$ cat src/rtl/adc_wave_meas_pkg.sv
// awg_meas_pkg: shared defaults and FSM state type for the waveform measurement block
package awg_meas_pkg;
  localparam int DEF_DATA_W = 14;
  localparam int DEF_CNT_W  = 24;
  localparam int DEF_MID    = 8192;
  localparam int DEF_HYST   = 64;
  typedef enum logic [1:0] {IDLE, ARM, MEASURE} meas_state_t;
endpackage

$ cat src/rtl/adc_wave_meas_schmitt_edge_det.sv
// schmitt_edge_det: hysteretic mid-scale comparator flagging rising crossings combinationally
module schmitt_edge_det
  import awg_meas_pkg::*;
#(
  parameter int DATA_W = DEF_DATA_W,
  parameter int MID    = DEF_MID,
  parameter int HYST   = DEF_HYST
) (
  input  logic              clk,
  input  logic              rst,
  input  logic              sample_valid,
  input  logic [DATA_W-1:0] din,
  output logic              edge_out
);
  localparam logic [DATA_W-1:0] HI = DATA_W'(MID + HYST);
  localparam logic [DATA_W-1:0] LO = DATA_W'(MID - HYST);
  logic hi;
  assign edge_out = sample_valid && !hi && din >= HI;
  // track the comparator level; only a LOW->HIGH flip counts as an edge
  always_ff @(posedge clk or posedge rst)
    if (rst) hi <= 1'b0;
    else if (sample_valid) hi <= hi ? (din > LO) : (din >= HI);
endmodule

$ cat src/rtl/adc_wave_meas.sv
// adc_wave_meas: channel-A period/peak-to-peak and A->B rising-crossing delay measurement
module adc_wave_meas
  import awg_meas_pkg::*;
#(
  parameter int DATA_W = DEF_DATA_W,
  parameter int CNT_W  = DEF_CNT_W,
  parameter int MID    = DEF_MID,
  parameter int HYST   = DEF_HYST
) (
  input  logic              clk,
  input  logic              rst,
  input  logic              en,
  input  logic              sample_valid,
  input  logic [DATA_W-1:0] adc_in_A,
  input  logic [DATA_W-1:0] adc_in_B,
  output logic [CNT_W-1:0]  period,
  output logic [DATA_W-1:0] amp_pp,
  output logic [CNT_W-1:0]  phase_cnt,
  output logic              phase_ok,
  output logic              meas_valid,
  output logic              timeout
);
  localparam logic [CNT_W-1:0] CNT_MAX = '1;
  meas_state_t state, state_nx;
  logic edge_a, edge_b, start, close, step, sat, phase_seen;
  logic [CNT_W-1:0] cnt, phase_reg;
  logic [DATA_W-1:0] mn, mx, mn_nx, mx_nx;

  schmitt_edge_det #(.DATA_W(DATA_W), .MID(MID), .HYST(HYST)) u_det_a (
    .clk(clk), .rst(rst), .sample_valid(sample_valid), .din(adc_in_A), .edge_out(edge_a)
  );
  schmitt_edge_det #(.DATA_W(DATA_W), .MID(MID), .HYST(HYST)) u_det_b (
    .clk(clk), .rst(rst), .sample_valid(sample_valid), .din(adc_in_B), .edge_out(edge_b)
  );

  // decode the sample event and next state; saturation fires when cnt would reach all-ones
  always_comb begin
    start    = en && sample_valid && edge_a && state != IDLE;
    close    = start && state == MEASURE;
    step     = en && sample_valid && !edge_a && state == MEASURE;
    sat      = step && cnt == CNT_MAX - 1'b1;
    mn_nx    = adc_in_A < mn ? adc_in_A : mn;
    mx_nx    = adc_in_A > mx ? adc_in_A : mx;
    state_nx = !en ? IDLE : !sample_valid ? state : state == IDLE ? ARM :
               start ? MEASURE : sat ? ARM : state;
  end

  // state register
  always_ff @(posedge clk or posedge rst)
    if (rst) state <= IDLE;
    else state <= state_nx;

  // running period statistics and the published result set
  always_ff @(posedge clk or posedge rst)
    if (rst) begin
      cnt        <= '0;
      mn         <= '1;
      mx         <= '0;
      phase_reg  <= '0;
      phase_seen <= 1'b0;
      period     <= '0;
      amp_pp     <= '0;
      phase_cnt  <= '0;
      phase_ok   <= 1'b0;
      meas_valid <= 1'b0;
      timeout    <= 1'b0;
    end else begin
      meas_valid <= close;
      if (close) begin
        period    <= cnt;
        amp_pp    <= mx_nx - mn_nx;
        phase_cnt <= phase_reg;
        phase_ok  <= phase_seen;
        timeout   <= 1'b0;
      end
      if (sat) timeout <= 1'b1;
      if (start) begin
        cnt        <= CNT_W'(1);
        mn         <= adc_in_A;
        mx         <= adc_in_A;
        phase_reg  <= '0;
        phase_seen <= edge_b;
      end else if (step) begin
        cnt <= cnt + 1'b1;
        mn  <= mn_nx;
        mx  <= mx_nx;
        if (edge_b && !phase_seen) begin
          phase_reg  <= cnt;
          phase_seen <= 1'b1;
        end
      end
    end
endmodule

$ cat config.mk
export PLATFORM = sky130hd
export DESIGN_NAME = adc_wave_meas
export DESIGN_NICKNAME = d
export VERILOG_FILES = /design/src/rtl/adc_wave_meas_pkg.sv /design/src/rtl/adc_wave_meas_schmitt_edge_det.sv /design/src/rtl/adc_wave_meas.sv
export SDC_FILE = /design/constraint.sdc
export NUM_CORES = 1
export LEC_CHECK = 0
export CAP_MARGIN = 30
export CORE_UTILIZATION = 51
export DETAILED_ROUTE_END_ITERATION = 7
export GPL_TIMING_DRIVEN = 1
export PLACE_DENSITY = 0.76
export RECOVER_POWER = 25
export SETUP_SLACK_MARGIN = 0.2
export SLEW_MARGIN = 25
export SYNTH_ARGS = -nofsm -noshare
export SYNTH_HDL_FRONTEND = slang
export SYNTH_SLANG_ARGS = --single-unit
export TNS_END_PERCENT = 10
$ cat constraint.sdc
create_clock -name clk -period 4.33 [get_ports clk]
set_input_delay 0.433 -clock clk [delete_from_list [all_inputs] [get_ports clk]]
set_output_delay 0.433 -clock clk [all_outputs]
set_load 0.01 [all_outputs]
==> results of run 1 <==
-- per-layer routing --
metal,global-route usage [%],up-vias,wire length [µm]
li1,-,3183,-
met1,36.2,3215,9110
met2,38.6,237,8530
met3,4.08,21,1030
met4,8.15,0,263
met5,0,-,0
-- cell families after synthesis --
| family | after synthesis | synth area share [%] |
|---|---|---|
| simple gates | 283 | 15.6 |
| compound gates | 186 | 16.3 |
| flops | 146 | 46.6 |
| buf+inv | 89 | 4.42 |
| mux | 45 | 6.33 |
| xor+xnor | 39 | 4.43 |
| fa+ha+maj | 39 | 6.25 |
-- final timing paths --
| check | startpoint | slack [ns] | to | depth (start not counted) |
|---|---|---|---|---|
| min reg2reg | phase_reg[8] | 0.47 | phase_cnt[8] | 2 |
| max in group asynchronous | rst | 1.43 | phase_cnt[12] | 3 |
| max reg2reg | mx[9] | 0.41 | amp_pp[8] | 18 |
| max | adc_in_A[11] | 0.39 | amp_pp[8] | 17 |
| min in group asynchronous | rst | 0.53 | amp_pp[3] | 2 |
| min | phase_reg[8] | 0.47 | phase_cnt[8] | 2 |
-- final cells by class --
class,count,area [µm²]
repair buffers,162,1460
flip-flops and latches,146,3670
well taps,188,235
clock buffers,18,439
inverters,49,185
fillers,1199,5100
clock inverters,14,141
multi-input cells,592,3920
-- power by group --
group | leakage (nW) | switching (mW) | internal (mW)
Sequential | 1.96 | 0.142 | 1.56
Combinational | 2.51 | 1.34 | 1.13
Clock | 0.290 | 0.622 | 0.827
-- repair_timing --
item,CTS,global route
setup endpoints to repair,0,7
buffers inserted,0,5
resized for setup,0,14
-- cells in the final DEF (no fill, tap or decap), types with 27 or more instances in the layout --
cell type	instances
inv_1	46
buf_4	61
dfrtp_1	132
o21ai_0	51
mux2_2	34
a21oi_1	27
ha_1	35
clkdlybuf4s50_1	94
nand2_1	167
nor2_1	44
-- per-stage QoR --
step | instances | util (%)
4_1_cts | 1163 | 65.8
3_5_place_dp | 1131 | 61.9
2_1_floorplan | 827 | -
6_report | 1169 | 66.3
5_1_grt | 1169 | 66.3
3_3_place_gp | 1131 | 61.9
-- tightest hold or removal path, stage by stage (launching register included) --
cell     delay, ns
dfrtp_1       0.34
nand2_1       0.05
nand2_1       0.05
==> key figures, run 1 <==
GRT
  – First-pass GRT wire length: around 32 mm
  – Initial antenna violation count: 0
  – Largest net degree at the start of global routing: 80
  – Vias in the first global route: 6218
  – GR Overflow Total: 0
  – Total GRT Usage: ~25%

Worst setup path
  – Most numerous cell on the critical path: mux2i_1
  – Crit-path max cell delay: about 0.6 ns
  – CP Capture Type: flop
  – CP Launch Type: primary input
  – Slowest CP cell: or4_4
  – WP buf/inv: 2
  – CP delay by family, top: compound AO/OA/AOI/OAI gates
  – Crit Path Class: primary input to flop
  – Critical path, cell by cell: clkdlybuf4s50_1 > ha_1 > nand4_1 > or4_4 > o31ai_4 > mux2i_1 > ha_2 > fa_2 > nand2b_1 > mux2i_1 > a2111o_1 > a221oi_2 > buf_4 > o31ai_1 > a21oi_1 > xor2_1 > o21ai_1
  – Crit Path Max Fanout: 5
  – Worst EP arrival: 4.21 ns
  – Req. time, crit path: 4.60 ns

Detailed routing
  – Post-DRT Antenna Nets: 0
  – Drt total wl: between 15 and 20 mm
  – WL per Instance: around 16 µm
  – Vias: roughly 6700
  – DRT Pass-1 Iters: 5
  – DRC Markers: 0
  – Vias/cell: roughly 5.7
  – 1st-iter DRT viols: 572

Synthesis
  – Synth Register Bits: approximately 150
  – Ys async rst share: between 90% and 100%
  – Top cells by count, synth: nand2_1, dfrtp_1, o21ai_0
  – Top cells by area, synth: dfrtp_1, nand2_1, ha_1
  – YS warnings: 0
  – Syn Inst Count: between 800 and 900
  – Most frequent cell after synthesis: nand2_1
  – Mapped Avg Cell Area: approximately 9.5 µm²
  – Post-synthesis sequential area ratio: approximately 47%
  – Post-synth top area share: 42.0%
  – Distinct cells, synth: 68
  – Syn_nets: 896
  – Post-synth top area cell: dfrtp_1
  – Post-synth top flop: dfrtp_1
  – Post-synth EDFFs: 0
  – Mapped cell area: 7870 µm²

STA
  – Final hold viol count: 0
  – Finish-stage setup viols: 0
  – Period utilisation layout: 91.0%
  – Worst slew pin tran: 2.13 ns
  – Total negative slack: 0 ns
  – Min Tclk post-route: around 3.9 ns
  – Achievable Freq: about 250 MHz
  – Slew margin rel.: -42.2%
  – Max-slew violations: a little under 80
  – Min Hold Slack: about 0.47 ns
  – Final WS setup: 0.389 ns
  – Skew final: 0.00753 ns
  – RSZ-0062 raised after global routing: true

Cells and area
  – Design area: 10000 µm²
  – Layout cell share with drive strength beyond 1: between 10% and 20%
  – Syn-to-layout area delta: 27.6%
  – Nets@finish: 1037
  – Number of diodes: 0

Die
  – Die W: roughly 130 µm
  – Die area: between 15000 and 20000 µm²
  – I/O pins: between 90 and 100
  – Starting Density: 52.0%
  – Core area: 15100 µm²
  – Die Ht: around 130 µm
  – Row count: 45

Run status
  – Outcome: complete, but fails checks
  – Failing checks: capacitance limit, slew limit

Placement
  – Pre-CTS setup slack: -0.140 ns
  – Placer Congestion: 0.917
  – DP Wirelength: between 10 and 15 mm
  – I/O Buffers: 96
  – Area post-placement: 9380 µm²

Power
  – Cell area power density: 560 nW/µm²
  – Leak: ~4.8 nW
  – Pwr Total: 5.62 mW
  – Peak supply drop: 0.000310 V

Clocking
  – CTS root buf: clkbuf_16
  – TritonCTS clock tree: built
  – Htree depth: 4
  – CTS Buf Count: 17
  – Hold_buf cts: 0
  – Clk Latency, worst-skew pair: about 0.42 ns
  – Clock Pin Slew Worst Setup and Hold Paths: approximately 0.060 ns
  – CTS max path bufs: 2
  – Clock Sinks: roughly 150

Flow run
  – Max-cap violations: 2

Worst hold path
  – Worst hold-check path type: flop to flop
No activity file was read; power rests on OpenSTA's default activity.
==> run 2, diff against run 1 <==
--- a/config.mk
+++ b/config.mk
@@ -6,14 +6,15 @@
 export NUM_CORES = 1
 export LEC_CHECK = 0
 export CAP_MARGIN = 30
-export CORE_UTILIZATION = 51
+export CORE_UTILIZATION = 35
 export DETAILED_ROUTE_END_ITERATION = 7
 export GPL_TIMING_DRIVEN = 1
-export PLACE_DENSITY = 0.76
+export PLACE_DENSITY = 0.55
 export RECOVER_POWER = 25
 export SETUP_SLACK_MARGIN = 0.2
 export SLEW_MARGIN = 25
 export SYNTH_ARGS = -nofsm -noshare
 export SYNTH_HDL_FRONTEND = slang
+export SYNTH_HIERARCHICAL = 1
 export SYNTH_SLANG_ARGS = --single-unit
 export TNS_END_PERCENT = 10
==> run 2 against run 1 <==
Sequential power decreased by 5%. The flow still finishes with violations (capacitance limit, slew limit). Worst setup slack got worse by 0.17 ns. Combinational power is 13% lower. Via count increased by 3.8%. Synthesized cell count up 12%. Clock skew is 0.0032 ns higher. Register-to-register slack got worse by 0.19 ns. Clock-buffer cell count fell by 1. Synthesized area rose by 1.7%. Non-clock buffer count increased by 3. Power down 6.8%. Wire length up 15%. Critical path type is now flop to flop.
==> key figures, run 2 <==
Placement
  – I/O Buffers: 96 (unchanged)
  – DP Wirelength: 15.4 mm (+16%)
  – Area post-placement: 9720 µm² (+3.7%)
  – Placer Congestion: 0.877 (-4.3%)
  – Placed Cells incl. Taps: 1327 (+17%)
  – Pre-CTS setup slack: -0.256 ns (-0.116 ns)

Cells and area
  – Commonest cells after routing, fill and taps aside: nand2_1, dfrtp_1, clkdlybuf4s50_1
  – Number of diodes: 0 (unchanged)
  – Layout cell share with drive strength beyond 1: 16.5% (-0.71 points)
  – Final Core Density: 47.3% (-19 points)
  – Most common cell after layout, fill and taps aside: nand2_1
  – Area of the multi-input gates: 4160 µm² (+6.0%)
  – Fillers: 2188 (+82%)
  – Post-route insts no fill: 1364 (+17%)
  – Syn-to-layout area delta: 30.6%
  – Storage element area: 3670 µm² (about the same)
  – Design area: 10500 µm² (+4.1%)
  – Nets@finish: 1141 (+10%)

Synthesis
  – Mapped cell area: 8010 µm² (+1.7%)
  – Main combinational cell family by area after synthesis: simple AND/OR/NAND/NOR gates
  – Top cells by count, synth: nand2_1, dfrtp_1, o21ai_0
  – Syn Inst Count: 929 (+12%)
  – Post-synth EDFFs: 0 (unchanged)
  – Synth Area in Simple Gates: 22.7% (+7.1 points)
  – Post-synth top area share: 41.3% (-0.70 points)
  – Post-synth top flop: dfrtp_1
  – Ys async rst share: 100% (unchanged)
  – Top cells by area, synth: dfrtp_1, nand2_1, ha_1
  – YS warnings: 6 (+6)
  – Synth Area in Compound Gates: 14.3% (-2.0 points)
  – Synth Register Bits: 146 (unchanged)
  – Mapped Avg Cell Area: 8.62 µm² (-9.5%)
  – Post-synthesis sequential area ratio: 45.9% (-0.78 points)
  – Post-synthesis mux area share: 3.24% (-3.1 points)
  – Syn_nets: 999 (+11%)
  – Xor and xnor area share after synthesis: 3.72% (-0.71 points)
  – Post-synth top area cell: dfrtp_1
  – Distinct cells, synth: 69 (+1.5%)
  – Most frequent cell after synthesis: nand2_1
  – Post-synthesis adder-cell area fraction: 6.03% (-0.21 points)

Die
  – Starting Density: 36.2% (-16 points)
  – I/O pins: 97 (unchanged)
  – Die Ht: 153 µm (+21%)
  – Die area: 23500 µm² (+47%)
  – Row count: 54 (+20%)
  – Die W: 153 µm (+21%)
  – Core area: 22100 µm² (+46%)

Worst setup path
  – RR Startpoint: mn[7]
  – Reg2reg path depth: 18 (unchanged)
  – R2r endpoint: amp_pp[13]
  – Req. time, crit path: 4.68 ns (+0.08 ns)
  – CP Launch Type: flop
  – Crit Path Class: flop to flop
  – FF-to-FF setup slack: 0.22 ns (-0.19 ns)
  – Worst EP arrival: 4.46 ns (+0.25 ns)
  – CP Capture Type: flop
  – Crit Path Max Fanout: 5 (unchanged)

Clocking
  – Clock Sinks: 146 (unchanged)
  – TritonCTS clock tree: built
  – CTS root buf: clkbuf_16
  – Clock Pin Slew Worst Setup and Hold Paths: 0.07 ns (about the same)
  – CTS Buf Count: 17 (unchanged)
  – Hold_buf cts: 0 (unchanged)
  – Htree depth: 4 (unchanged)
  – Clk Latency, worst-skew pair: 0.43 ns (about the same)
  – CTS max path bufs: 2 (unchanged)

STA
  – Final WS setup: 0.223 ns (-0.167 ns)
  – Min Tclk post-route: 4.11 ns (+0.167 ns)
  – Min Hold Slack: 0.368 ns (-0.0979 ns)
  – Slew margin rel.: -15.1% (+27 points)
  – Final hold viol count: 0 (unchanged)
  – Skew final: 0.0108 ns (+0.00324 ns)
  – Total negative slack: 0 ns (unchanged)
  – Worst slew pin tran: 1.73 ns (-0.406 ns)
  – RSZ-0062 raised after global routing: true
  – Max-slew violations: 123 (+56%)
  – Period utilisation layout: 94.9% (+3.8 points)
  – Achievable Freq: 243 MHz (-4.1%)
  – Finish-stage setup viols: 0 (unchanged)

GRT
  – Total GRT Usage: 19.3% (-5.8 points)
  – Initial antenna violation count: 0 (unchanged)
  – Vias in the first global route: 6597 (+6.1%)
  – Largest net degree at the start of global routing: 123 (+54%)
  – GR Overflow Total: 0 (unchanged)
  – First-pass GRT wire length: 35.6 mm (+13%)

Detailed routing
  – DRC Markers: 0 (unchanged)
  – WL per Instance: 16.0 µm (-1.5%)
  – Drt total wl: 21.8 mm (+15%)
  – Vias/cell: 5.07 (-11%)
  – 1st-iter DRT viols: 390 (-32%)
  – DRT Pass-1 Iters: 5 (unchanged)
  – Post-DRT Antenna Nets: 0 (unchanged)
  – Vias: 6911 (+3.8%)

Run status
  – Failing checks: capacitance limit, slew limit
  – Outcome: complete, but fails checks

Power
  – Pwr Total: 5.24 mW (-6.8%)
  – Leak: 4.80 nW (+0.90%)
  – Cell area power density: 501 nW/µm² (-10%)
  – Peak supply drop: 0.000285 V (-8.3%)

Worst hold path
  – Worst hold-check path type: primary input to async pin

Flow run
  – Max-cap violations: 1 (-1)
[run 2: worst max-delay path by stage]
| stage | startpoint | endpoint | cells past startpoint |
|---|---|---|---|
| finish | mn[7] | amp_pp[13] | 18 |
| global route | mn[9] | amp_pp[10] | 19 |
| CTS | mn[7] | amp_pp[12] | 18 |
| detailed placement | adc_in_A[11] | amp_pp[12] | 19 |
| global placement | adc_in_A[11] | amp_pp[13] | 18 |
| floorplan | mn[8] | amp_pp[12] | 21 |
[run 2: routing by layer]
| metal | vias to the layer above | global-route usage [%] | routed length, µm |
|---|---|---|---|
| met3 | 18 | 3.32 | 646 |
| met2 | 117 | 31.4 | 10400 |
| met4 | 0 | 5.39 | 291 |
| met1 | 3315 | 26.3 | 10400 |
| li1 | 3461 | - | - |
| met5 | - | 0 | 0 |
[run 2: repair_timing]
item	in CTS	in global routing
resized for setup	4	22
pin swaps	3	15
buffers inserted	1	3
cloned	0	0
endpoints found under the setup margin	3	9
[run 2: logic make-up after synthesis]
logic type | Yosys count
AND/OR/NAND/NOR | 417
XOR/XNOR | 34
flip-flops | 146
buffers and inverters | 86
multiplexers | 24
adder cells (fa/ha/maj) | 38
AO/OA/AOI/OAI | 184
[run 2: area by class of cell]
cell class              count  share of cell area [%]
flip-flops and latches    146                    35.1
inverters                  44                    1.62
well taps                 280                    3.35
repair buffers            165                    14.4
multi-input cells         697                    39.7
clock inverters            15                    1.70
clock buffers              17                    4.07
[run 2: worst max-delay path: stages (launching register included)]
cell and delay (ns):
dfstp_2 0.57, inv_4 0.06, ha_4 0.22, a211oi_2 0.25
nor2_2 0.08, a2111oi_4 0.41, buf_4 0.20, a21o_4 0.15
nor2_1 0.05, a21oi_2 0.16, ha_1 0.18, a21o_1 0.13
a21oi_4 0.08, or3_1 0.31, and4_4 0.18, and3_4 0.18
or4_4 0.49, and3_4 0.17, nor3_2 0.15
[run 2: where the power goes]
part           switching, mW  internal [mW]
Clock                  0.707          0.785
Sequential            0.0953           1.51
Combinational           1.17          0.971
==> run 3, diff against run 2 <==
--- a/config.mk
+++ b/config.mk
@@ -9,7 +9,7 @@
 export CORE_UTILIZATION = 35
 export DETAILED_ROUTE_END_ITERATION = 7
 export GPL_TIMING_DRIVEN = 1
-export PLACE_DENSITY = 0.55
+export PLACE_DENSITY_LB_ADDON = 0.25
 export RECOVER_POWER = 25
 export SETUP_SLACK_MARGIN = 0.2
 export SLEW_MARGIN = 25
==> run 3 against run 2 <==
Utilization is 0.12 points higher. Clock-buffer cell count stayed put. Hold slack worse by 0.014 ns. Sequential power hardly changed. Sequential share of layout area is 0.10 points lower. Critical endpoint is now amp_pp[12]. Cell area is 0.26% higher. Power is 1.1% higher. The run still ends with capacitance limit, slew limit left. Flip-flop and latch count stayed put. Wire length is 0.92% higher. Non-clock buffer count is 2 higher. Maximum frequency is 1.9% lower.
==> key figures, run 3 (same netlist as run 2, synthesis figures left out) <==
Die
  – I/O pins: 97 (unchanged)
  – Die W: 153 µm (unchanged)
  – Core area: 22100 µm² (unchanged)
  – Row count: 54 (unchanged)
  – Starting Density: 36.2% (unchanged)
  – Die Ht: 153 µm (unchanged)
  – Die area: 23500 µm² (unchanged)

Cells and area
  – Final Core Density: 47.5% (+0.12 points)
  – Layout cell share with drive strength beyond 1: 16.3% (-0.21 points)
  – Commonest cells after routing, fill and taps aside: nand2_1, dfrtp_1, clkdlybuf4s50_1
  – Post-route insts no fill: 1366 (+0.15%)
  – Nets@finish: 1143 (+0.18%)
  – Syn-to-layout area delta: 31.0%
  – Number of diodes: 0 (unchanged)
  – Most common cell after layout, fill and taps aside: nand2_1

Placement
  – Placed Cells incl. Taps: 1326 (-0.075%)
  – I/O Buffers: 96 (unchanged)
  – Placer Congestion: 0.879 (+0.24%)
  – DP Wirelength: 15.5 mm (+0.57%)
  – Pre-CTS setup slack: -0.279 ns (-0.0228 ns)

Power
  – Cell area power density: 505 nW/µm² (+0.79%)
  – Leak: 4.82 nW (+0.50%)
  – Peak supply drop: 0.000270 V (-5.3%)

Worst setup path
  – CP Launch Type: flop
  – Req. time, crit path: 4.66 ns (-0.02 ns)
  – Crit Path Max Fanout: 5 (unchanged)
  – Worst EP arrival: 4.52 ns (+0.06 ns)
  – Reg2reg path depth: 16 (-2)
  – CP Capture Type: flop
  – Crit Path Class: flop to flop

Flow run
  – Max-cap violations: 1 (unchanged)

STA
  – Period utilisation layout: 96.7% (+1.9 points)
  – Min Hold Slack: 0.354 ns (-0.0141 ns)
  – Achievable Freq: 239 MHz (-1.9%)
  – RSZ-0062 raised after global routing: true
  – Final WS setup: 0.141 ns (-0.0813 ns)
  – Finish-stage setup viols: 0 (unchanged)
  – Final hold viol count: 0 (unchanged)
  – Skew final: 0.0148 ns (+0.00401 ns)
  – Worst slew pin tran: 1.87 ns (+0.140 ns)
  – Min Tclk post-route: 4.19 ns (+0.0813 ns)
  – Max-slew violations: 75 (-39%)
  – Slew margin rel.: -24.5% (-9.3 points)

GRT
  – GR Overflow Total: 0 (unchanged)
  – Total GRT Usage: 19.7% (+0.42 points)
  – Largest net degree at the start of global routing: 75 (-39%)
  – Vias in the first global route: 6929 (+5.0%)
  – First-pass GRT wire length: 36.5 mm (+2.6%)
  – Initial antenna violation count: 0 (unchanged)

Clocking
  – Clock Pin Slew Worst Setup and Hold Paths: 0.07 ns (about the same)
  – Clk Latency, worst-skew pair: 0.44 ns (about the same)
  – TritonCTS clock tree: built
  – CTS Buf Count: 17 (unchanged)
  – Clock Sinks: 146 (unchanged)
  – CTS max path bufs: 2 (unchanged)
  – Htree depth: 4 (unchanged)
  – CTS root buf: clkbuf_16

Detailed routing
  – WL per Instance: 16.1 µm (+0.78%)
  – DRC Markers: 0 (unchanged)
  – Post-DRT Antenna Nets: 0 (unchanged)
  – 1st-iter DRT viols: 368 (-5.6%)
  – Drt total wl: 22.0 mm (+0.92%)
  – DRT Pass-1 Iters: 5 (unchanged)
  – Vias/cell: 5.11 (+0.85%)
  – Vias: 6980 (+1.0%)

Run status
  – Failing checks: capacitance limit, slew limit
  – Outcome: complete, but fails checks

Worst hold path
  – Cells on Worst Hold Path: 3
  – Worst hold-check path type: primary input to flop
[run 3: cell count changes in the layout (fill, tap and decap cells not counted), sizes merged]
cell	previous run	this run
clkdlybuf4s50	94	93
buf	68	69
inv	52	53
clkinv	5	4
clkbuf	18	19
dlymetal6s2s	1	2
[run 3: worst paths after layout]
check	endpoint	slack [ns]	from
setup reg to reg	amp_pp[12]	0.14	mn[7]
min in group asynchronous	u_det_a/hi	0.38	rst
max in group asynchronous	phase_reg[7]	1.40	rst
setup / recovery	amp_pp[12]	0.14	mn[7]
hold reg to reg	phase_cnt[20]	0.47	phase_reg[20]
hold / removal	mn[10]	0.35	adc_in_A[10]
[run 3: critical path: stages (launching register included)]
cell,delay (ns)
dfstp_2,0.58
inv_4,0.06
ha_4,0.22
a211oi_2,0.23
nor2_2,0.08
a2111oi_4,0.47
a21o_2,0.35
a21oi_4,0.10
fa_2,0.39
a21oi_4,0.18
a211oi_1,0.08
o21ai_0,0.14
nand4_1,0.12
a2111o_1,0.45
a2111oi_4,0.39
nor4_1,0.07
nand3b_1,0.16
[run 3: timing repair]
action	4_1_cts	5_1_grt
buffers inserted	2	4
hold buffers	0	0
gates resized for setup	1	25
cloned	0	0
pin swaps	1	20
endpoints found under the setup margin	2	7
[run 3: layer usage]
layer | share of wire, % | routed length [µm] | vias up | track usage (%)
li1 | - | - | 3462 | -
met2 | 47 | 10400 | 167 | 31.9
met3 | 3.7 | 807 | 30 | 3.23
met5 | 0 | 0 | - | 0
met1 | 48 | 10500 | 3321 | 26.7
met4 | 1.4 | 316 | 0 | 6.49
[run 3: area by class of cell]
class / count / area [µm²]
clock buffer: 17 / 425
clock inverter: 15 / 178
fill: 2120 / 11600
inverter: 44 / 169
multi-input combinational: 697 / 4150
sequential: 146 / 3670
tap: 280 / 350
timing repair buffer: 167 / 1540
[run 3: per-stage QoR]
step	instance area, µm²	TNS [ns]	total power [mW]
floorplan	8130	0	2.99
global placement	9720	-0.503	3.57
detailed placement	9720	-1.08	3.59
CTS	10300	0	5.17
global route	10500	-0.129	5.61
finish	10500	0	5.29
[run 3: where the power goes]
group	switching [mW]	total (mW)	leakage (nW)	internal, mW
clock network	0.733	1.52	0.293	0.786
registers	0.0971	1.61	1.97	1.51
logic	1.18	2.16	2.56	0.982
total	2.01	5.29	4.82	3.28
